==> src/rtl/fetch_pkg.sv <==
// Shared fetch definitions: state encoding, instruction geometry and the
// address range check also used by the data-memory path.
package fetch_pkg;

  typedef enum logic {
    RUN,
    FAULT
  } fetch_state_t;

  localparam int unsigned INSTR_BYTES      = 4;
  localparam int unsigned INSTR_ALIGN_BITS = 2;

  // True when the word index of pc lies inside a memory of 2**depth_pow words.
  function automatic logic in_range(input logic [63:0] pc, input int unsigned depth_pow);
    return (pc >> INSTR_ALIGN_BITS) < (64'd1 << depth_pow);
  endfunction

endpackage

==> src/rtl/instr_fetch.sv <==
// Instruction fetch stage: owns the PC, reads the combinational instruction
// memory and hands instructions to decode over a valid/ready handshake.
module instr_fetch
  import fetch_pkg::*;
#(
  parameter int unsigned            ADDR_WIDTH    = 64,
  parameter int unsigned            DATA_WIDTH    = 32,
  parameter int unsigned            MEM_DEPTH_POW = 10,
  parameter logic [ADDR_WIDTH-1:0]  RESET_PC      = '0
) (
  input  logic                  clk_in,
  input  logic                  rst_in,
  output logic [ADDR_WIDTH-1:0] imem_addr_out,
  input  logic [DATA_WIDTH-1:0] imem_instr_in,
  input  logic                  redirect_valid_in,
  input  logic [ADDR_WIDTH-1:0] redirect_pc_in,
  output logic                  dec_valid_out,
  input  logic                  dec_ready_in,
  output logic [DATA_WIDTH-1:0] dec_instr_out,
  output logic [ADDR_WIDTH-1:0] dec_pc_out,
  output logic                  fault_out,
  output logic [31:0]           fetch_count_out
);

  fetch_state_t          state_q, state_d;
  logic [ADDR_WIDTH-1:0] pc_q, pc_d;
  logic                  valid_q, valid_d;
  logic [DATA_WIDTH-1:0] instr_q, instr_d;
  logic [ADDR_WIDTH-1:0] dpc_q, dpc_d;
  logic [31:0]           count_q, count_d;

  logic pc_legal;
  logic redir_legal;
  logic slot_free;

  always_comb begin
    pc_legal    = (pc_q[INSTR_ALIGN_BITS-1:0] == '0) &&
                  in_range(64'(pc_q), MEM_DEPTH_POW);
    redir_legal = (redirect_pc_in[INSTR_ALIGN_BITS-1:0] == '0) &&
                  in_range(64'(redirect_pc_in), MEM_DEPTH_POW);
    // The decode register can take a new word if empty or being drained now.
    slot_free   = !valid_q || dec_ready_in;

    state_d = state_q;
    pc_d    = pc_q;
    valid_d = valid_q;
    instr_d = instr_q;
    dpc_d   = dpc_q;
    count_d = count_q;

    if (redirect_valid_in) begin
      valid_d = 1'b0;
      pc_d    = redirect_pc_in;
      state_d = redir_legal ? RUN : FAULT;
    end else if (state_q == RUN && slot_free) begin
      if (pc_legal) begin
        valid_d = 1'b1;
        instr_d = imem_instr_in;
        dpc_d   = pc_q;
        pc_d    = pc_q + ADDR_WIDTH'(INSTR_BYTES);
        count_d = count_q + 32'd1;
      end else begin
        // Overrun: any held word has just been accepted, so the register empties.
        valid_d = 1'b0;
        state_d = FAULT;
      end
    end
  end

  always_ff @(posedge clk_in or posedge rst_in) begin
    if (rst_in) begin
      state_q <= RUN;
      pc_q    <= RESET_PC;
      valid_q <= 1'b0;
      instr_q <= '0;
      dpc_q   <= '0;
      count_q <= '0;
    end else begin
      state_q <= state_d;
      pc_q    <= pc_d;
      valid_q <= valid_d;
      instr_q <= instr_d;
      dpc_q   <= dpc_d;
      count_q <= count_d;
    end
  end

  assign imem_addr_out   = pc_q;
  assign dec_valid_out   = valid_q;
  assign dec_instr_out   = instr_q;
  assign dec_pc_out      = dpc_q;
  assign fault_out       = (state_q == FAULT);
  assign fetch_count_out = count_q;

endmodule

==> config.mk <==
export PLATFORM = sky130hd
export DESIGN_NAME = instr_fetch
export DESIGN_NICKNAME = d
export VERILOG_FILES = /design/src/rtl/fetch_pkg.sv /design/src/rtl/instr_fetch.sv
export SDC_FILE = /design/constraint.sdc
export NUM_CORES = 1
export LEC_CHECK = 0
export CORE_MARGIN = 1.5
export CORE_UTILIZATION = 37
export CTS_BUF_LIST = sky130_fd_sc_hd__clkbuf_16
export CTS_CLUSTER_SIZE = 8
export DETAILED_ROUTE_END_ITERATION = 10
export GPL_TIMING_DRIVEN = 0
export PLACE_DENSITY = 0.69
export SYNTH_ARGS = -nofsm -noshare
export SYNTH_HDL_FRONTEND = slang
export SYNTH_SLANG_ARGS = --single-unit
==> constraint.sdc <==
create_clock -name clk_in -period 10.75 [get_ports clk_in]
set_clock_uncertainty 0.05 [all_clocks]
set_input_delay 2.15 -clock clk_in [delete_from_list [all_inputs] [get_ports clk_in]]
set_output_delay 2.15 -clock clk_in [all_outputs]
set_load 0.02 [all_outputs]
==> results by group, run 1 <==
CTS
  • Cts bufs inserted: 17
  • Post CTS Setup Buffer Count: 0
  • Clock transition at the register clock pins on the worst setup and hold paths after CTS: 0.08 ns
  • Number of levels the H-tree was split into: 4
  • Clock Root Buffer: clkbuf_16
  • Insertion delay of the later-clocked pin in the worst-skew pair: about 0.43 ns
  • Number of cells upsized or downsized after cts: 0
  • Number of buffers on the longest clock path: 2
  • CTS tree: yes
  • Number of clock sinks: approximately 190
  • Number of hold buffers added after CTS: 0

Drt
  • Avg WL per Cell: ~18 µm
  • Antenna-violating nets left: 0
  • Final wirelength: 20.5 mm
  • Number of design-rule violations left by the first detailed-router iteration: around 250
  • DRC viols: 0
  • Vias after detailed routing: between 5000 and 6000
  • Via-per-instance ratio: around 4.8
  • First-pass detailed-route iteration total: 4

STA
  • Slew headroom: between 50% and 60%
  • Actual transition at the worst max-transition pin: around 0.68 ns
  • Unrepaired setup endpoints after global routing: no
  • Highest attainable clock frequency: approximately 250 MHz
  • Final number of max-transition violations: 0
  • Final setup violating endpoints: 0
  • Final Hold Fails: 0
  • Tcrit/Tclk final: between 30% and 40%
  • Setup TNS after final layout: 0 ns
  • Final period demand of the worst path: 4.05 ns

Synthesis
  • Per-instance average area after synthesis: ~14 µm²
  • Cell types with the highest counts after synthesis: dfrtp_1, mux2_2, and2_1
  • Area share of the largest cell type after synthesis: a little under two thirds
  • Top-count cell post-synth: dfrtp_1
  • Sequential share of the synthesized area: 63.6%
  • Cell type with the largest total area after synthesis: dfrtp_1
  • Mapped Nets: approximately 660
  • Distinct cell type count after synthesis: 34
  • Gate count after technology mapping: 561
  • Post-synth ARST share: between 90% and 100%
  • Register bit total from synthesis: around 190
  • Netlist area before placement: between 7000 and 8000 µm²
  • Largest cells by area after synthesis: dfrtp_1, mux2_2, and2_1, xor2_1, nor4_1
  • Count of flip-flops with a built-in enable after synthesis: 0
  • Yosys synthesis warning count: 0
  • Flip-flop cell with the highest count after synthesis: dfrtp_1

GRT
  • Wire length of the first global-routing pass: ~33 mm
  • Pin count of the biggest net entering global routing: between 100 and 150
  • Number of global-route vias before repair: about 5800
  • Initial antenna violation count: 0
  • Total Routing Usage GR: a little under 20%
  • GRT Residual Overflow: 0

Finish
  • Area Growth Syn to Fin: 51.0%
  • Layout Nets: about 980
  • Final antenna diode count: 0
  • Finished Layout Cells: ~1200
  • Share of final-layout standard cells stronger than drive strength 1: 16.5%

Placed design
  • Port-buffer cells: approximately 300
  • Placer congestion estimate: around 0.84
  • Placed insts: between 1000 and 1500
  • Half-perimeter wire length after detailed placement: around 15 mm

Die
  • Die Y: between 100 and 150 µm
  • Die width: 147 µm
  • Number of top-level design ports: approximately 300
  • Std-Cell Core Area: a little over 20000 µm²
  • Initial cell density of the core: a little under two fifths
  • Number of core rows: 52
  • DIE AREA: approximately 22000 µm²

Pwr
  • Leakage power: slightly above 5 nW
  • Power density relative to cell area: ~140 nW/µm²
  • Maximum VDD drop: between 90 and 100 µV

Status
  • Result of the run: finished clean

Setup path
  • Setup slack of the worst register-to-register path: between 7 and 8 ns
  • Crit path launch type: input pin
  • Crit Path Class: in -> reg
  • Kind of end point of the critical path: register
  • Maximum fanout count along the critical path: 10
  • Arrival time at the worst endpoint: 4.32 ns
  • CP required: about 11 ns

Job
  • Number of maximum-capacitance constraint violations: 0

Min path
  • Hold crit path type: reg -> reg
[through the flow]
stage / cell area (µm²) / hold WS, ns / worst slack [ns] / utilization [%] / power (mW)
finish: 11500 / 0.430 / 6.70 / 57.0 / 1.59
detailed placement: 10900 / 0.406 / 6.21 / 54.0 / 0.975
global route: 11500 / 0.445 / 6.47 / 57.0 / 1.66
global placement: 10900 / 0.408 / 0.459 / 53.8 / 0.972
floorplan: 7630 / 0.528 / 3.27 / - / 0.863
CTS: 11500 / 0.430 / 6.68 / 57.0 / 1.62
[state kept, by name, indices dropped and copies added, names as in the netlist]
signal / cells
fetch_count_out: 32
dec_instr_out: 32
dec_valid_out: 1
dec_pc_out: 64
fault_out: 1
imem_addr_out: 64
[routing by layer]
layer	wire, µm	share of wire, %	GRT usage [%]
met1	9030	44	25.9
met2	9750	48	31.3
met3	1160	5.6	4.78
met4	583	2.8	8.33
met5	0	0	0
[final cells by class]
cell class,count,area (µm²)
flip-flops and latches,194,4850
well taps,270,338
fillers,1690,8710
inverters,9,41.3
plain buffers,23,103
multi-input cells,335,2640
clock inverters,15,170
clock buffers,17,425
repair buffers,293,2950
[path summary, 6_finish.rpt]
check / startpoint / end / cells past startpoint
worst max-delay path: dec_ready_in / dec_pc_out[20] / 7
worst min register to register: fetch_count_out[31] / fetch_count_out[31] / 1
min in group asynchronous: rst_in / dec_instr_out[11] / 2
worst max register to register: imem_addr_out[57] / dec_pc_out[20] / 7
worst min-delay path: fetch_count_out[31] / fetch_count_out[31] / 1
max in group asynchronous: rst_in / fault_out / 3
[power breakdown]
part	switching, mW	leakage (nW)	internal, mW	total (mW)
logic	0.0843	2.26	0.0971	0.181
clock network	0.303	0.290	0.332	0.635
registers	0.0234	2.54	0.753	0.777
total	0.411	5.09	1.18	1.59
[logic make-up after synthesis]
kind of cell               Yosys count  synth area share (%)
and+or+nand+nor                    180                  14.0
DFF                                194                  63.6
AOI/OAI and AO/OA                   14                  1.03
buffers and inverters               32                  1.79
muxes                              100                  14.7
adders and majority gates            2                 0.328
xor gates and xnor gates            39                  4.47
[cell usage in the layout (no fill, tap or decap), drive strengths merged]
cell type      synthesis  final
o2bb2ai                1      1
o21a                   1      1
mux2i                  1      1
a21oi                  3      3
nor3                  11     11
clkinv                 0      6
o211ai                 1      1
xnor2                 18     18
nor2                  14     14
and3                   5      5
buf                    6      7
bufinv                 0      1
and2                  58     58
nand2b                 1      1
inv                    9     16
clkinvlp               0      1
nor3b                  1      1
nor4                  30     30
or4                    2      2
dfrtp                194    194
o21ai                  8      8
mux2                  99     99
nand4                 22     22
and4                   1      1
nand3                 13     13
ha                     2      2
xor2                  21     21
nand2                 22     22
clkdlybuf4s50          0    292
clkbuf                17     34
[critical path, stage by stage]
cell,delay (ns)
clkdlybuf4s50_1,0.46
inv_1,0.04
a21oi_1,0.42
nand3_1,0.48
buf_2,0.36
clkbuf_1,0.21
and2_1,0.20
(Power assumes the default switching activity.)
==> run 2: changes to the inputs <==
==> constraint.sdc (replaced) <==
create_clock -name clk_in -period 3.85 [get_ports clk_in]
set_clock_uncertainty 0.05 [all_clocks]
set_input_delay 0.77 -clock clk_in [delete_from_list [all_inputs] [get_ports clk_in]]
set_output_delay 0.77 -clock clk_in [all_outputs]
set_load 0.02 [all_outputs]
==> run 2 against run 1 <==
  * Die area did not move
  * Sequential share of layout area is 0.24 points lower
  * First-iteration DRC count fell by 34%
  * Combinational power rose to 2.8 times the previous value
  * Non-clock buffer count increased by 4
  * Register-to-register slack got worse by 6.9 ns
  * Highest routed layer unchanged
  * Critical path depth unchanged
  * Sequential power rose to 2.8 times the previous value
  * Setup slack got worse by 5.8 ns
==> results by group, run 2 (synthesized netlist as in run 1, its figures left out) <==
Finish
  • Final antenna diode count: 0 (unchanged)
  • Layout Nets: 979 (was 975)
  • Number of filler instances in the final layout: 1688 (was 1690)
  • Top library cells by usage in the layout, fill and taps aside: clkdlybuf4s50_1, dfrtp_1, mux2_2, and2_1, nor4_1 (unchanged)
  • Area Growth Syn to Fin: 51.8% (was 51.0%)
  • Commonest non-fill, non-tap cell in the layout: clkdlybuf4s50_1 (unchanged)
  • Share of final-layout standard cells stronger than drive strength 1: 16.8% (was 16.5%)
  • Final Instance Area: 11600 µm² (was 11500 µm²)

Setup path
  • Crit Path Class: reg -> reg (was in -> reg)
  • Kind of end point of the critical path: register (unchanged)
  • Cell chain of the critical path: nor4_1 -> nand4_1 -> nor4_4 -> nand3_1 -> buf_2 -> clkbuf_1 -> and2_1 (was clkdlybuf4s50_1 -> inv_1 -> a21oi_1 -> nand3_1 -> buf_2 -> clkbuf_1 -> and2_1)
  • CP Buf/Inv Count: 2 (was 4)
  • Maximum fanout count along the critical path: 10 (unchanged)
  • Crit path launch type: register (was input pin)
  • Family of cells with the greatest summed delay on the critical path: simple AND/OR/NAND/NOR gates (was buffers and inverters)
  • CP required: 4.11 ns (was 11.02 ns)
  • Cell with the largest stage delay on the worst path: nor4_1 (was nand3_1)
  • Biggest cell delay along the critical path: 0.49 ns (was 0.48 ns)
  • Arrival time at the worst endpoint: 3.16 ns (was 4.32 ns)

STA
  • Tcrit/Tclk final: around 75%
  • Unrepaired setup endpoints after global routing: no (unchanged)
  • Slew headroom: 51.7% (was 54.7%)
  • Actual transition at the worst max-transition pin: 0.724 ns (was 0.680 ns)
  • Final Hold Fails: 0 (unchanged)
  • Final number of max-transition violations: 0 (unchanged)
  • Setup TNS after final layout: 0 ns (unchanged)
  • Highest attainable clock frequency: about 340 MHz
  • Final setup violating endpoints: 0 (unchanged)
  • Final period demand of the worst path: just under 3 ns

CTS
  • Post CTS Setup Buffer Count: 0 (unchanged)
  • Number of cells upsized or downsized after cts: 0 (unchanged)
  • Number of hold buffers added after CTS: 0 (unchanged)
  • Number of buffers on the longest clock path: 2 (unchanged)
  • Clock transition at the register clock pins on the worst setup and hold paths after CTS: 0.07 ns (was 0.08 ns)
  • Cts bufs inserted: 17 (unchanged)
  • CTS tree: yes (unchanged)
  • Number of levels the H-tree was split into: 4 (unchanged)
  • Clock Root Buffer: clkbuf_16 (unchanged)
  • Number of clock sinks: 194 (unchanged)
  • Insertion delay of the later-clocked pin in the worst-skew pair: 0.43 ns (about the same)

Pwr
  • Maximum VDD drop: 276 µV (was 95.9 µV)
  • Power density relative to cell area: 388 nW/µm² (was 138 nW/µm²)
  • Leakage power: 5.12 nW (was 5.09 nW)

Die
  • Die Y: 147 µm (unchanged)
  • Die width: 147 µm (unchanged)
  • DIE AREA: 21500 µm² (unchanged)
  • Number of core rows: 52 (unchanged)
  • Number of top-level design ports: 294 (unchanged)
  • Std-Cell Core Area: 20200 µm² (unchanged)
  • Initial cell density of the core: 37.7% (unchanged)

Drt
  • First-pass detailed-route iteration total: 4 (unchanged)
  • DRC viols: 0 (unchanged)
  • Antenna-violating nets left: 0 (unchanged)
  • Top layer in use: met4 (unchanged)
  • Number of design-rule violations left by the first detailed-router iteration: 164 (was 247)
  • Wire length the detailed router placed on met1: 9.05 mm (was 9.03 mm)
  • Avg WL per Cell: 18.1 µm (was 17.7 µm)
  • Final wirelength: 20.9 mm (was 20.5 mm)
  • Via-per-instance ratio: 4.81 (was 4.75)
  • Vias after detailed routing: 5578 (was 5493)
  • Met2 layer wire length in the routed design: 10.3 mm (was 9.75 mm)
  • Detailed-routed wire length on met3: 1.08 mm (was 1.16 mm)

Placed design
  • Cell area after placement: 11000 µm² (was 10900 µm²)
  • Half-perimeter wire length after detailed placement: 15.9 mm (was 15.3 mm)
  • Placer congestion estimate: 0.862 (was 0.835)
  • Port-buffer cells: 292 (unchanged)

GRT
  • Total Routing Usage GR: 19.8% (was 19.7%)
  • GRT Residual Overflow: 0 (unchanged)
  • Wire length of the first global-routing pass: 32.5 mm (was 32.9 mm)
  • Pin count of the biggest net entering global routing: 42 (was 127)
  • Initial antenna violation count: 0 (unchanged)
  • Number of global-route vias before repair: 5614 (was 5767)

Job
  • Number of maximum-capacitance constraint violations: 0 (unchanged)

Status
  • Result of the run: finished clean (unchanged)

Min path
  • Hold crit path type: reg -> reg (unchanged)
-- run 2: cell type report --
class / instances / area, µm² / area share [%]
inverters: 9 / 37.5 / 0.324
well taps: 270 / 338 / 2.91
plain buffers: 23 / 103 / 0.885
clock inverters: 14 / 166 / 1.44
repair buffers: 297 / 3020 / 26.1
flip-flops and latches: 194 / 4850 / 41.9
clock buffers: 17 / 425 / 3.67
multi-input cells: 335 / 2640 / 22.8
-- run 2: metrics by stage --
step                instances  util, %  worst slack [ns]  hold slack [ns]  power [mW]
floorplan                 561        -             0.526            0.528        2.41
global placement         1123     53.9             -1.12            0.411        2.71
detailed placement       1128     54.4             0.668            0.412        2.73
CTS                      1159     57.3             0.847            0.435        4.56
global route             1159     57.3             0.656            0.445        4.67
finish                   1159     57.3             0.949            0.432        4.49
-- run 2: layer usage --
metal,track usage [%],vias up
li1,-,2583
met1,26.2,2817
met2,31.4,148
met3,5.28,30
met4,7.32,0
met5,0,-
-- run 2: worst reg2reg max path: stages, from the launching register on --
cell and delay [ns]:
dfrtp_1 0.40, nor4_1 0.49, nand4_1 0.29, nor4_4 0.40, nand3_1 0.40, buf_2 0.34
clkbuf_1 0.21, and2_1 0.20
-- run 2: worst paths after layout --
kind,from,endpoint,slack [ns],cells past startpoint
worst min-delay path,fetch_count_out[31],fetch_count_out[31],0.43,1
min in group asynchronous,rst_in,dec_instr_out[5],0.69,2
worst min register to register,fetch_count_out[31],fetch_count_out[31],0.43,1
worst max register to register,imem_addr_out[30],dec_pc_out[36],0.95,7
max in group asynchronous,rst_in,imem_addr_out[18],1.96,5
worst max-delay path,imem_addr_out[30],dec_pc_out[36],0.95,7
-- run 2: report_power, final --
part	switching [mW]	internal (mW)	leakage, nW
logic	0.237	0.279	2.29
registers	0.0668	2.10	2.54
clock network	0.828	0.979	0.287
==> run 3: changes to the inputs <==
--- a/config.mk
+++ b/config.mk
@@ -11,7 +11,7 @@
 export CTS_CLUSTER_SIZE = 8
 export DETAILED_ROUTE_END_ITERATION = 10
 export GPL_TIMING_DRIVEN = 0
-export PLACE_DENSITY = 0.69
+export PLACE_DENSITY = 0.72
 export SYNTH_ARGS = -nofsm -noshare
 export SYNTH_HDL_FRONTEND = slang
 export SYNTH_SLANG_ARGS = --single-unit
==> constraint.sdc (replaced) <==
create_clock -name clk_in -period 2.3 [get_ports clk_in]
set_clock_uncertainty 0.05 [all_clocks]
set_input_delay 0.46 -clock clk_in [delete_from_list [all_inputs] [get_ports clk_in]]
set_output_delay 0.46 -clock clk_in [all_outputs]
set_load 0.02 [all_outputs]
==> run 3 against run 2 <==
  * The flow now finishes with violations (negative setup slack)
  * Utilization grew 2.6 points
  * Clock power grew 48%
  * Sequential share of layout area shrank 1.8 points
  * Global-route usage grew 0.53 points
  * Worst hold slack lost 0.045 ns
  * Register-to-register slack lost 1.0 ns
==> results by group, run 3 (synthesized netlist as in run 1, its figures left out) <==
Finish
  • Layout Nets: 995 (was 979)
  • Finished Layout Cells: 1175 (was 1159)
  • Final antenna diode count: 0 (unchanged)
  • Top library cells by usage in the layout, fill and taps aside: clkdlybuf4s50_1, dfrtp_1, mux2_2, and2_1, and2_4 (was clkdlybuf4s50_1, dfrtp_1, mux2_2, and2_1, nor4_1)
  • Final Instance Area: 12100 µm² (was 11600 µm²)
  • Core Util, Final: 59.9% (was 57.3%)
  • Commonest non-fill, non-tap cell in the layout: clkdlybuf4s50_1 (unchanged)
  • Area Growth Syn to Fin: 58.6% (was 51.8%)
  • Share of final-layout standard cells stronger than drive strength 1: 24.1% (was 16.8%)

Die
  • Die Y: 147 µm (unchanged)
  • Std-Cell Core Area: 20200 µm² (unchanged)
  • Number of top-level design ports: 294 (unchanged)
  • DIE AREA: 21500 µm² (unchanged)
  • Die width: 147 µm (unchanged)
  • Number of core rows: 52 (unchanged)
  • Initial cell density of the core: 37.7% (unchanged)

Pwr
  • Maximum VDD drop: 471 µV (was 276 µV)
  • Internal Power: 5.37 mW (was 3.36 mW)
  • Net Sw Frac: 25.5% (was 25.2%)
  • Part of the total power dissipated in the clock network: 37.2% (was 40.2%)
  • Combinational share of power: 12.3% (was 11.5%)
  • Leakage power: 5.35 nW (was 5.12 nW)
  • Net Sw Power: 1.84 mW (was 1.13 mW)
  • Power density relative to cell area: 596 nW/µm² (was 388 nW/µm²)
  • Sequential Power Share: 50.5% (was 48.3%)

GRT
  • Wire length of the first global-routing pass: 33.5 mm (was 32.5 mm)
  • Number of global-route vias before repair: 5906 (was 5614)
  • Pin count of the biggest net entering global routing: 41 (was 42)
  • Total Routing Usage GR: 20.4% (was 19.8%)
  • Initial antenna violation count: 0 (unchanged)
  • GRT Residual Overflow: 0 (unchanged)

Setup path
  • Family of cells with the greatest summed delay on the critical path: simple AND/OR/NAND/NOR gates (unchanged)
  • Crit path launch type: register (unchanged)
  • Kind of end point of the critical path: register (unchanged)
  • Library cell appearing most often on the critical path: buf_6
  • Worst setup startpoint: imem_addr_out[63] (was imem_addr_out[30])
  • Cell chain of the critical path: nor4_2 -> nand4_1 -> nor4_4 -> buf_6 -> nand3_2 -> buf_6 -> mux2_2 (was nor4_1 -> nand4_1 -> nor4_4 -> nand3_1 -> buf_2 -> clkbuf_1 -> and2_1)
  • Crit Path Class: reg -> reg (unchanged)
  • Biggest cell delay along the critical path: 0.40 ns (was 0.49 ns)
  • CP Buf/Inv Count: 2 (unchanged)
  • Maximum fanout count along the critical path: 10 (unchanged)
  • Cell with the largest stage delay on the worst path: dfrtp_1 (was nor4_1)
  • CP required: 2.56 ns (was 4.11 ns)
  • Reg-to-Reg Start: imem_addr_out[63] (was imem_addr_out[30])
  • Arrival time at the worst endpoint: 2.62 ns (was 3.16 ns)

STA
  • Final Hold Fails: 0 (unchanged)
  • Unrepaired setup endpoints after global routing: yes (was no)
  • Final setup violating endpoints: 46 (was 0)
  • Least setup slack across all paths after layout: -0.0563 ns (was 0.949 ns)
  • Final period demand of the worst path: 2.36 ns (was 2.90 ns)
  • Actual transition at the worst max-transition pin: 0.710 ns (was 0.724 ns)
  • Final number of max-transition violations: 0 (unchanged)
  • Slew headroom: 52.7% (was 51.7%)
  • Highest attainable clock frequency: 424 MHz (was 345 MHz)
  • Tcrit/Tclk final: 102% (was 75.4%)

CTS
  • Number of clock sinks: 194 (unchanged)
  • Clock transition at the register clock pins on the worst setup and hold paths after CTS: 0.07 ns (about the same)
  • Cts bufs inserted: 17 (unchanged)
  • Number of hold buffers added after CTS: 0 (unchanged)
  • Insertion delay of the later-clocked pin in the worst-skew pair: 0.43 ns (about the same)
  • Number of buffers on the longest clock path: 2 (unchanged)
  • CTS tree: yes (unchanged)
  • Number of levels the H-tree was split into: 4 (unchanged)
  • Clock Root Buffer: clkbuf_16 (unchanged)

Status
  • Failing checks: negative setup slack
  • Result of the run: complete, but fails checks (was finished clean)

Drt
  • First-pass detailed-route iteration total: 4 (unchanged)
  • Antenna-violating nets left: 0 (unchanged)
  • Final wirelength: 21.7 mm (was 20.9 mm)
  • Avg WL per Cell: 18.5 µm (was 18.1 µm)
  • Number of design-rule violations left by the first detailed-router iteration: 202 (was 164)
  • DRC viols: 0 (unchanged)
  • Via-per-instance ratio: 4.85 (was 4.81)
  • Vias after detailed routing: 5694 (was 5578)

Placed design
  • Half-perimeter wire length after detailed placement: 15.6 mm (was 15.9 mm)
  • Cell area after placement: 11000 µm² (about the same)
  • Port-buffer cells: 292 (unchanged)
  • Placer congestion estimate: 0.870 (was 0.862)
  • Placed insts: 1128 (unchanged)

Job
  • Number of maximum-capacitance constraint violations: 0 (unchanged)

Min path
  • Hold crit path type: in -> async (was reg -> reg)
-- run 3: changes by cell type in the layout (fill, tap and decap cells not counted), sizes merged --
cell	change
clkinv	+1
clkbuf	-6
bufinv	-2
clkinvlp	+3
inv	-2
buf	+21
nand3	+1
-- run 3: layout make-up --
class                   instances  area, µm²
fillers                      1682       8120
repair buffers                313       3240
clock buffers                  17        425
well taps                     270        338
clock inverters                14       92.6
multi-input cells             336       2920
inverters                       9       37.5
flip-flops and latches        194       4850
plain buffers                  22        201
-- run 3: path summary, 6_finish.rpt --
path                                        to  slack [ns]  cells past startpoint
hold reg to reg            fetch_count_out[31]        0.42                      1
hold / removal                dec_instr_out[9]        0.39                      2
setup / recovery                dec_pc_out[11]       -0.06                      7
min in group clk_in        fetch_count_out[31]        0.42                      1
setup reg to reg                dec_pc_out[11]       -0.06                      7
max in group asynchronous  fetch_count_out[29]        0.77                      5
-- run 3: stage by stage --
| stage | setup slack (ns) | hold WS, ns | power, mW | TNS (ns) |
|---|---|---|---|---|
| 3_3_place_gp | -2.36 | 0.412 | 4.54 | -515.88 |
| 4_1_cts | -0.0673 | 0.386 | 7.29 | -2.25 |
| 3_5_place_dp | -0.659 | 0.408 | 4.57 | -60.21 |
| 6_report | -0.0563 | 0.387 | 7.22 | -1.30 |
| 5_1_grt | -0.178 | 0.426 | 7.48 | -13.43 |
| 2_1_floorplan | -0.714 | 0.527 | 4.03 | -138.60 |
-- run 3: power groups by stage --
stage                     registers, mW  clock network [mW]  logic (mW)
after floorplan                    3.81                   0       0.220
after global placement             3.70                   0       0.844
after detailed placement           3.70                   0       0.872
final                              3.65                2.68       0.886
after global routing               3.66                2.88       0.939
after CTS                          3.64                2.76       0.891
-- run 3: timing repair --
action                                  in CTS  in global routing
setup buffers                                5                  5
gates resized for setup                     69                 45
pin swaps                                   35                 16
gates cloned                                 6                  1
endpoints found under the setup margin     136                139
hold endpoints to repair                     0                  0
-- run 3: routing by layer --
metal / up-vias / GRT usage [%] / wire length [µm]
met5: - / 0 / 0
met4: 0 / 7.37 / 452
met3: 27 / 4.97 / 1100
met2: 162 / 32.5 / 10600
met1: 2872 / 27.0 / 9630
li1: 2633 / - / -
